$ cat config.mk
export PLATFORM = sky130hd
export DESIGN_NAME = fp16_mat3_mul_seq
export DESIGN_NICKNAME = d
export VERILOG_FILES = /design/src/rtl/fp16_mat_pkg.sv /design/src/rtl/mat3_idx_cnt.sv /design/src/rtl/fp16_mat3_mul_seq.sv
export SDC_FILE = /design/constraint.sdc
export NUM_CORES = 1
export LEC_CHECK = 0
export CAP_MARGIN = 0
export CORE_MARGIN = 2
export CORE_UTILIZATION = 45
export CTS_CLUSTER_DIAMETER = 50
export DETAILED_ROUTE_END_ITERATION = 8
export PLACE_DENSITY = 0.77
export SLEW_MARGIN = 20
export SYNTH_ARGS = -nofsm -noshare
export SYNTH_HDL_FRONTEND = slang
export SYNTH_SLANG_ARGS = --single-unit
$ cat constraint.sdc
create_clock -name clk -period 4.1 [get_ports clk]
set_clock_uncertainty 0.2 [all_clocks]
set_input_delay 0.82 -clock clk [delete_from_list [all_inputs] [get_ports clk]]
set_output_delay 0.82 -clock clk [all_outputs]
set_load 0.1 [all_outputs]
$ cat src/rtl/fp16_mat_pkg.sv
// rtl/fp16_mat_pkg.sv - shared constants, state encoding and matrix element helpers for the fp16 3x3 multiply
package fp16_mat_pkg;

    localparam int ELEM_W = 16;
    localparam int MAT_N  = 3;
    localparam int PMAT_W = MAT_N * MAT_N * ELEM_W;

    localparam logic [ELEM_W-1:0] FP16_ZERO = 16'h0000;
    localparam logic [ELEM_W-1:0] FP16_ONE  = 16'h3C00;

    typedef enum logic [1:0] {IDLE, MUL, ACC, DONE} state_t;

    // Row-major packing: element [0][0] occupies the most significant slice.
    function automatic logic [ELEM_W-1:0] get_elem(input logic [PMAT_W-1:0] m,
                                                   input logic [1:0] r, input logic [1:0] c);
        int idx;
        idx = int'(r) * MAT_N + int'(c);
        return m[PMAT_W-1-idx*ELEM_W -: ELEM_W];
    endfunction

    function automatic logic [PMAT_W-1:0] set_elem(input logic [PMAT_W-1:0] m,
                                                   input logic [1:0] r, input logic [1:0] c,
                                                   input logic [ELEM_W-1:0] v);
        logic [PMAT_W-1:0] res;
        int idx;
        res = m;
        idx = int'(r) * MAT_N + int'(c);
        res[PMAT_W-1-idx*ELEM_W -: ELEM_W] = v;
        return res;
    endfunction

endpackage

$ cat src/rtl/mat3_idx_cnt.sv
// rtl/mat3_idx_cnt.sv - nested i/j/k index counter walking all 27 multiply-accumulate terms
module mat3_idx_cnt
    import fp16_mat_pkg::*;
(
    input  logic       clk,
    input  logic       rst_n,
    input  logic       clr,
    input  logic       step,
    output logic [1:0] i,
    output logic [1:0] j,
    output logic [1:0] k,
    output logic       elem_last,
    output logic       all_last
);

    localparam logic [1:0] LAST = 2'(MAT_N - 1);

    assign elem_last = (k == LAST);
    assign all_last  = (i == LAST) && (j == LAST) && (k == LAST);

    // k is innermost (dot-product term), then column j, then row i.
    always_ff @(posedge clk or negedge rst_n) begin
        if (!rst_n) begin
            i <= '0;
            j <= '0;
            k <= '0;
        end else if (clr) begin
            i <= '0;
            j <= '0;
            k <= '0;
        end else if (step) begin
            if (k != LAST) begin
                k <= k + 2'd1;
            end else begin
                k <= '0;
                if (j != LAST) begin
                    j <= j + 2'd1;
                end else begin
                    j <= '0;
                    i <= (i == LAST) ? 2'd0 : i + 2'd1;
                end
            end
        end
    end

endmodule

$ cat src/rtl/fp16_mat3_mul_seq.sv
// rtl/fp16_mat3_mul_seq.sv - sequencer sharing one fp16 multiplier and one adder across a 3x3 matrix multiply
module fp16_mat3_mul_seq
    import fp16_mat_pkg::*;
#(
    parameter  int DATA_W = 16,
    parameter  int N      = 3,
    localparam int MAT_W  = N * N * DATA_W
) (
    input  logic              clk,
    input  logic              rst_n,
    input  logic              start,
    input  logic              abort,
    input  logic [MAT_W-1:0]  mat_a,
    input  logic [MAT_W-1:0]  mat_b,
    output logic              busy,
    output logic              done,
    output logic [MAT_W-1:0]  mat_c,
    output logic              ovf_flag,
    output logic              nan_flag,
    output logic              prec_flag,
    output logic [DATA_W-1:0] mul_a,
    output logic [DATA_W-1:0] mul_b,
    input  logic [DATA_W-1:0] mul_p,
    input  logic              mul_ovf,
    input  logic              mul_nan,
    input  logic              mul_prec,
    output logic [DATA_W-1:0] add_a,
    output logic [DATA_W-1:0] add_b,
    input  logic [DATA_W-1:0] add_s
);

    state_t            state;
    logic [MAT_W-1:0]  a_q;
    logic [MAT_W-1:0]  b_q;
    logic [DATA_W-1:0] acc;
    logic [DATA_W-1:0] prod_q;
    logic [1:0]        i, j, k;
    logic              elem_last, all_last;
    logic              clr, step;

    assign busy = (state != IDLE);
    // abort in the DONE cycle withdraws the pulse in that same cycle.
    assign done = (state == DONE) && !abort;
    assign clr  = (state == IDLE) && start;
    assign step = (state == ACC) && !abort;

    mat3_idx_cnt u_idx (
        .clk       (clk),
        .rst_n     (rst_n),
        .clr       (clr),
        .step      (step),
        .i         (i),
        .j         (j),
        .k         (k),
        .elem_last (elem_last),
        .all_last  (all_last)
    );

    always_comb begin
        mul_a = '0;
        mul_b = '0;
        add_a = '0;
        add_b = '0;
        if (state == MUL) begin
            mul_a = get_elem(a_q, i, k);
            mul_b = get_elem(b_q, k, j);
        end
        if (state == ACC) begin
            add_a = acc;
            add_b = prod_q;
        end
    end

    always_ff @(posedge clk or negedge rst_n) begin
        if (!rst_n) begin
            state     <= IDLE;
            a_q       <= '0;
            b_q       <= '0;
            acc       <= FP16_ZERO;
            prod_q    <= '0;
            mat_c     <= '0;
            ovf_flag  <= 1'b0;
            nan_flag  <= 1'b0;
            prec_flag <= 1'b0;
        end else if (abort && state != IDLE) begin
            state <= IDLE;
        end else begin
            case (state)
                IDLE: if (start) begin
                    a_q       <= mat_a;
                    b_q       <= mat_b;
                    acc       <= FP16_ZERO;
                    ovf_flag  <= 1'b0;
                    nan_flag  <= 1'b0;
                    prec_flag <= 1'b0;
                    state     <= MUL;
                end
                MUL: begin
                    prod_q    <= mul_p;
                    ovf_flag  <= ovf_flag | mul_ovf;
                    nan_flag  <= nan_flag | mul_nan;
                    prec_flag <= prec_flag | mul_prec;
                    state     <= ACC;
                end
                ACC: begin
                    if (elem_last) begin
                        mat_c <= set_elem(mat_c, i, j, add_s);
                        acc   <= FP16_ZERO;
                    end else begin
                        acc   <= add_s;
                    end
                    state <= all_last ? DONE : MUL;
                end
                default: state <= IDLE;
            endcase
        end
    end

endmodule

==> reports/results.tsv, run 1 <==
stage	metric	value	unit
status	run status	complete, but fails checks	
status	violated checks	setup timing	
synthesis	Netlist cell types	57	
finish	final core utilization	0.657	
setup_path	CP arrival	3.62	ns
timing	endpoints failing setup	32	
timing	slew of the pin with the lowest slew margin	1.10	ns
floorplanning	Cell Rows	79	
synthesis	share of the yosys chip area belonging to registers	0.561	
routing	via count	14300	
finish	share of cells above drive strength 1	0.364	
finish	Synth-to-Final Area Change	44.2	%
synthesis	synthesized area per cell	14.8	um2
pwr	PwrDens	537	nW/um2
placement	DP Wirelength	45600	um
synthesis	synthesized area	21200	um2
placement	PortBufs	539	
worst_hold_path	Hold Crit Class	input pin to async pin	
routing	DRC viols	0	
timing	final max-slew violation count	0	
setup_path	Worst EP required	3.08	ns
synthesis	Ys Warns	0	
timing	Achievable Freq	0.216	GHz
synthesis	FF+latch count, synth	475	
global_routing	first-pass GRT wire length	95900	um
clock_network	# clock sinks	475	
clock_network	worst skew pair latency	0.61	ns
placement	Placer Congestion	0.882	
global_routing	GR Util All Layers	0.256	
synthesis	Async S/R FF share, synth	1.00	
floorplanning	die area	48900	um2
floorplanning	Starting Density	0.455	
clock_network	CTS max path bufs	3	
global_routing	grt ovf	0	
synthesis	Syn Nets	1783	
timing	setup tns final	-13.47	ns
floorplanning	height of the die	221	um
clock_network	H-tree lvl count	2	
global_routing	initial antenna violation count	17	
run	Max Cap Violations	0	
pwr	Max IR drop VDD	0.458	mV
timing	RSZ-0062 raised after global routing	true	
routing	Iteration-0 DRC Markers	1009	
timing	period utilization	1.13	
routing	vias per inst	5.35	
floorplanning	core area	46600	um2
timing	Slew HR	0.267	
timing	Final Critical Period	4.64	ns
routing	ANT nets after route	0	
synthesis	Syn Inst Count	1436	
floorplanning	io pins	540	
finish	# nets final	2355	
clock_network	Post-CTS Hold Buffers	0	
routing	Routed WL per cell	23.5	um
timing	Hold Fails Final Rpt	0	
clock_network	CTS tree	yes	
global_routing	largest net degree at the start of global routing	133	
routing	drt total wl	62700	um
global_routing	vias in the first global route	15300	
clock_network	CTS clock-pin slew for the worst setup and hold paths	0.06	ns
setup_path	crit end category	output port	
routing	DRT Pass-1 Iters	7	
clock_network	total CTS buffers	55	
setup_path	peak fanout along the critical path	10	
synthesis	EDFF count, synth	0	
synthesis	predominant post-synthesis flop cell	dfrtp_1	
finish	fillers	3370	
timing	fin worst setup slack	-0.540	ns
floorplanning	die width	221	um
pwr	leakage power	13.1	nW
setup_path	startpoint types	register	
setup_path	crit path kind	register to output port	
clock_network	clock root cell	clkbuf_16	
[Yosys cell counts, drive strengths merged, types with 8 or more instances]
master / count / area (um2)
dfrtp: 475 / 11900
mux2: 448 / 5080
nand2: 88 / 330
buf: 70 / 395
mux4: 64 / 1440
and2: 48 / 300
clkbuf: 32 / 121
mux2i: 32 / 320
a21oi: 24 / 120
o21ai: 20 / 104
a311oi: 17 / 149
inv: 17 / 63.8
ha: 16 / 200
nor2: 14 / 52.6
nor3: 8 / 50.1
[critical path, stage by stage (launching register included)]
cell and delay [ns]:
dfrtp_2 0.38, inv_4 0.04, fa_1 0.55, inv_2 0.05, ha_4 0.15, fa_2 0.64, xnor2_4 0.12, nor3_4 0.20
buf_6 0.19, a21oi_1 0.12, a311oi_4 0.35, buf_12 0.22
[worst paths after layout]
kind                                         from               endpoint  slack, ns  cells past startpoint
max                        u_idx.k[1]$_DFFE_PN0P_              mul_b[13]      -0.54                     11
min                                         rst_n   a_q[134]$_DFFE_PN0P_       0.04                      1
max reg2reg                u_idx.i[0]$_DFFE_PN0P_  mat_c[65]$_DFFE_PN0P_       0.47                     11
min reg2reg                   acc[11]$_DFFE_PN0P_    acc[11]$_DFFE_PN0P_       0.28                      2
max in group asynchronous                   rst_n  mat_c[84]$_DFFE_PN0P_       2.79                      2
min in group clk              acc[11]$_DFFE_PN0P_    acc[11]$_DFFE_PN0P_       0.28                      2
[sequential cells by signal (all words and copies together), names as in the netlist, 2 cells and up]
name     cells
state        2
u_idx.j      2
mat_c      144
prod_q      16
u_idx.k      2
acc         16
a_q        144
u_idx.i      2
b_q        144
[where the power goes]
part           switching, W  total, W  internal, W
logic               0.00279   0.00541      0.00261
registers          0.000480   0.00601      0.00553
clock network       0.00203   0.00500      0.00297
[metrics by stage]
step | std cells | cell area (um2) | power (W) | hold slack (ns) | setup slack, ns
6_report | 2674 | 30600 | 0.0164 | 0.0417 | -0.540
5_1_grt | 2672 | 30600 | 0.0171 | 0.0732 | -0.645
4_1_cts | 2647 | 30400 | 0.0164 | 0.0267 | -0.571
3_5_place_dp | 2528 | 28100 | 0.0111 | 0.264 | 0.0248
3_3_place_gp | 2528 | 28100 | 0.0110 | 0.257 | 0.108
2_1_floorplan | 1436 | 21700 | 0.00931 | 0.242 | -0.410
[area by class of cell]
type	count	area, um2	area share
clock buffers	77	1620	0.0530
flip-flops and latches	475	11900	0.389
inverters	17	66.3	0.00217
clock inverters	25	269	0.00880
well taps	607	759	0.0248
diodes	14	35.0	0.00115
repair buffers	616	6590	0.215
multi-input cells	843	9360	0.306
[layer usage]
layer | global-route usage | vias up | part of all wire
li1 | - | 6365 | -
met1 | 0.323 | 7325 | 0.40
met2 | 0.426 | 488 | 0.50
met3 | 0.0649 | 120 | 0.068
met4 | 0.0968 | 6 | 0.033
met5 | 0 | - | 0.00067
[placed cells by master (no fill, tap or decap), drive strengths merged, types with 4 or more instances in the layout]
cell type and instances:
fa 4, ha 16, mux2i 32, mux2 448, clkdlybuf4s50 473, clkbuf 79, nand2 88, and2 48
a21oi 24, nand2b 6, nor2 14, diode 14, o21ai 20, mux4 64, buf 141, nand3 6
a21o 4, xnor2 4, a311oi 17, inv 21, clkinv 17, dfrtp 475, or2 4, nor3 8
[cell families (layout without fill, tap and decap cells)]
logic type	count (synthesis)	count (layout)	share of synthesized area
xor+xnor	8	8	0.00431
other cells	0	14	0
mux	544	544	0.323
fa+ha+maj	20	20	0.0132
buf+inv	119	735	0.0274
compound gates	81	82	0.0271
flops	475	475	0.561
simple gates	189	189	0.0447
[timing repair]
action	in CTS	in global routing
pin swaps	13	32
resized for setup	36	25
hold endpoints to repair	0	0
gates cloned	7	3
buffers inserted	10	13
setup endpoints to repair	32	44
Note: power is estimated with default switching activity, not from simulation.
==> run 2, diff against run 1 <==
Settings changed: RECOVER_POWER from default to 25.
==> reports/results.tsv, run 2 (synthesis results as in run 1) <==
stage	metric	value	unit	change
status	run status	complete, but fails checks		
status	violated checks	capacitance limit, slew limit, setup timing		
timing	final max-slew violation count	205		+205
routing	vias per inst	5.35		about the same
timing	Final Critical Period	4.64	ns	-0.00465 ns
global_routing	vias in the first global route	15300		unchanged
setup_path	crit path kind	register to output port		
finish	share of cells above drive strength 1	0.363		-0.00146
global_routing	GR Util met1	0.323		unchanged
finish	fillers	3379		+0.27%
timing	Achievable Freq	0.216	GHz	+0.10%
clock_network	CTS tree	yes		
pwr	sequential share of power	0.366		about the same
clock_network	CTS clock-pin slew for the worst setup and hold paths	0.06	ns	about the same
global_routing	largest net degree at the start of global routing	133		unchanged
placement	DP Wirelength	45600	um	unchanged
finish	most frequent cells in the layout	474 x dfrtp_1, 473 x clkdlybuf4s50_1, 336 x mux2_2		
floorplanning	Cell Rows	79		unchanged
global_routing	gr busiest metal	met2		
finish	Top Registers	a_q x144, b_q x144, mat_c x144		
run	Max Cap Violations	3		+3
global_routing	initial antenna violation count	17		unchanged
floorplanning	io pins	540		unchanged
pwr	leakage power	13.0	nW	-0.23%
clock_network	worst skew pair latency	0.61	ns	about the same
finish	sequential cell area	11900	um2	unchanged
routing	Routed WL per cell	23.5	um	+0.19%
routing	ANT nets after route	0		unchanged
routing	via count	14300		+0.014%
clock_network	H-tree lvl count	2		unchanged
finish	Multi-input gate area	9360	um2	unchanged
setup_path	peak fanout along the critical path	10		unchanged
setup_path	crit end category	output port		
routing	DRT Pass-1 Iters	7		unchanged
finish	Synth-to-Final Area Change	43.9	%	
pwr	cell internal pwr	0.0111	W	about the same
clock_network	# clock sinks	475		unchanged
pwr	Switch Pwr	0.00531	W	about the same
routing	DRC viols	0		unchanged
pwr	Sw Share	0.323		about the same
pwr	Logic pwr share	0.329		about the same
timing	setup tns final	-13.45	ns	+0.0179 ns
timing	WHS	0.273	ns	+0.232 ns
timing	RSZ-0062 raised after global routing	true		
setup_path	Worst EP required	3.08	ns	about the same
finish	post-route insts no fill	2674		unchanged
timing	period utilization	1.13		-0.00113
global_routing	grt ovf	0		unchanged
pwr	Max IR drop VDD	0.458	mV	about the same
placement	PortBufs	539		unchanged
clock_network	Post-CTS Hold Buffers	0		unchanged
worst_hold_path	Hold Crit Class	register to register		
clock_network	CTS max path bufs	3		unchanged
timing	slew of the pin with the lowest slew margin	2.20	ns	+1.10 ns
clock_network	clock root cell	clkbuf_16		
placement	placed insts	2528		unchanged
timing	Hold Fails Final Rpt	0		unchanged
placement	Placer Congestion	0.882		unchanged
floorplanning	die area	48900	um2	unchanged
global_routing	M3 GR Usage	0.0649		unchanged
timing	endpoints failing setup	32		unchanged
global_routing	first-pass GRT wire length	95900	um	unchanged
finish	commonest non-fill, non-tap cell in the layout	dfrtp_1		
floorplanning	height of the die	221	um	unchanged
floorplanning	Starting Density	0.455		unchanged
global_routing	M2 GR Usage	0.426		unchanged
clock_network	total CTS buffers	55		unchanged
floorplanning	die width	221	um	unchanged
pwr	clock network fraction of design power	0.305		about the same
routing	drt total wl	62900	um	+0.19%
finish	# nets final	2355		unchanged
setup_path	startpoint types	register		
floorplanning	core area	46600	um2	unchanged
global_routing	GR Util All Layers	0.256		unchanged
pwr	PwrDens	538	nW/um2	+0.21%
routing	Iteration-0 DRC Markers	984		-2.5%
timing	fin worst setup slack	-0.536	ns	+0.00465 ns
setup_path	CP arrival	3.62	ns	about the same
timing	Slew HR	-0.464		-0.731
run 2: changes by cell type in the layout (fill, tap and decap cells not counted):
cell,delta
buf_4,-3
buf_8,-1
clkbuf_2,+3
buf_12,-3
clkbuf_1,+3
buf_2,+1
run 2: power by group through the flow:
stage / Sequential, W / Clock (W) / Combinational [W]
2_1_floorplan: 0.00603 / 0 / 0.00328
3_3_place_gp: 0.00606 / 0 / 0.00492
3_5_place_dp: 0.00609 / 0 / 0.00503
4_1_cts: 0.00601 / 0.00510 / 0.00532
5_1_grt: 0.00611 / 0.00532 / 0.00567
6_report: 0.00601 / 0.00500 / 0.00540
run 2: path summary, 6_finish.rpt:
kind | endpoint | slack (ns) | from | cells past startpoint
hold / removal | acc[11]$_DFFE_PN0P_ | 0.27 | acc[11]$_DFFE_PN0P_ | 2
hold reg to reg | acc[11]$_DFFE_PN0P_ | 0.27 | acc[11]$_DFFE_PN0P_ | 2
setup reg to reg | mat_c[65]$_DFFE_PN0P_ | 0.46 | u_idx.i[0]$_DFFE_PN0P_ | 11
setup / recovery | mul_b[13] | -0.54 | u_idx.k[1]$_DFFE_PN0P_ | 11
max in group asynchronous | u_idx.k[1]$_DFFE_PN0P_ | 0.45 | rst_n | 2
min in group asynchronous | acc[8]$_DFFE_PN0P_ | 0.67 | rst_n | 1
run 2: metrics by stage:
step            util  area [um2]  power [W]  setup WS [ns]
6_report       0.655       30500     0.0164         -0.536
4_1_cts        0.652       30400     0.0164         -0.571
3_3_place_gp   0.603       28100     0.0110          0.108
2_1_floorplan      -       21700    0.00931         -0.410
5_1_grt        0.655       30500     0.0171         -0.645
3_5_place_dp   0.603       28100     0.0111         0.0248
run 2: area by class of cell:
type	instances	area share
Tap cell	607	0.0249
Clock buffer	77	0.0531
Antenna cell	14	0.00115
Inverter	17	0.00217
Sequential cell	475	0.390
Timing Repair Buffer	616	0.214
Clock inverter	25	0.00882
Multi-Input combinational cell	843	0.307
run 2: repair_timing:
| item | 4_1_cts | 5_1_grt |
|---|---|---|
| setup endpoints to repair | 32 | 44 |
| pin swaps | 13 | 32 |
| buffers inserted | 10 | 13 |
| gates resized for setup | 36 | 25 |
| cloned | 7 | 3 |
run 2: critical path: stages, from the launching register on:
cell and delay, ns:
dfrtp_2 0.38, inv_4 0.04, fa_1 0.55, inv_2 0.05, ha_4 0.15, fa_2 0.64, xnor2_4 0.12, nor3_4 0.20
buf_6 0.19, a21oi_1 0.12, a311oi_4 0.34, buf_12 0.22
run 2: per-layer routing:
| layer | vias to the layer above | part of all wire |
|---|---|---|
| met5 | - | 0.00067 |
| met3 | 116 | 0.068 |
| met2 | 492 | 0.50 |
| met1 | 7340 | 0.40 |
| li1 | 6352 | - |
| met4 | 6 | 0.033 |
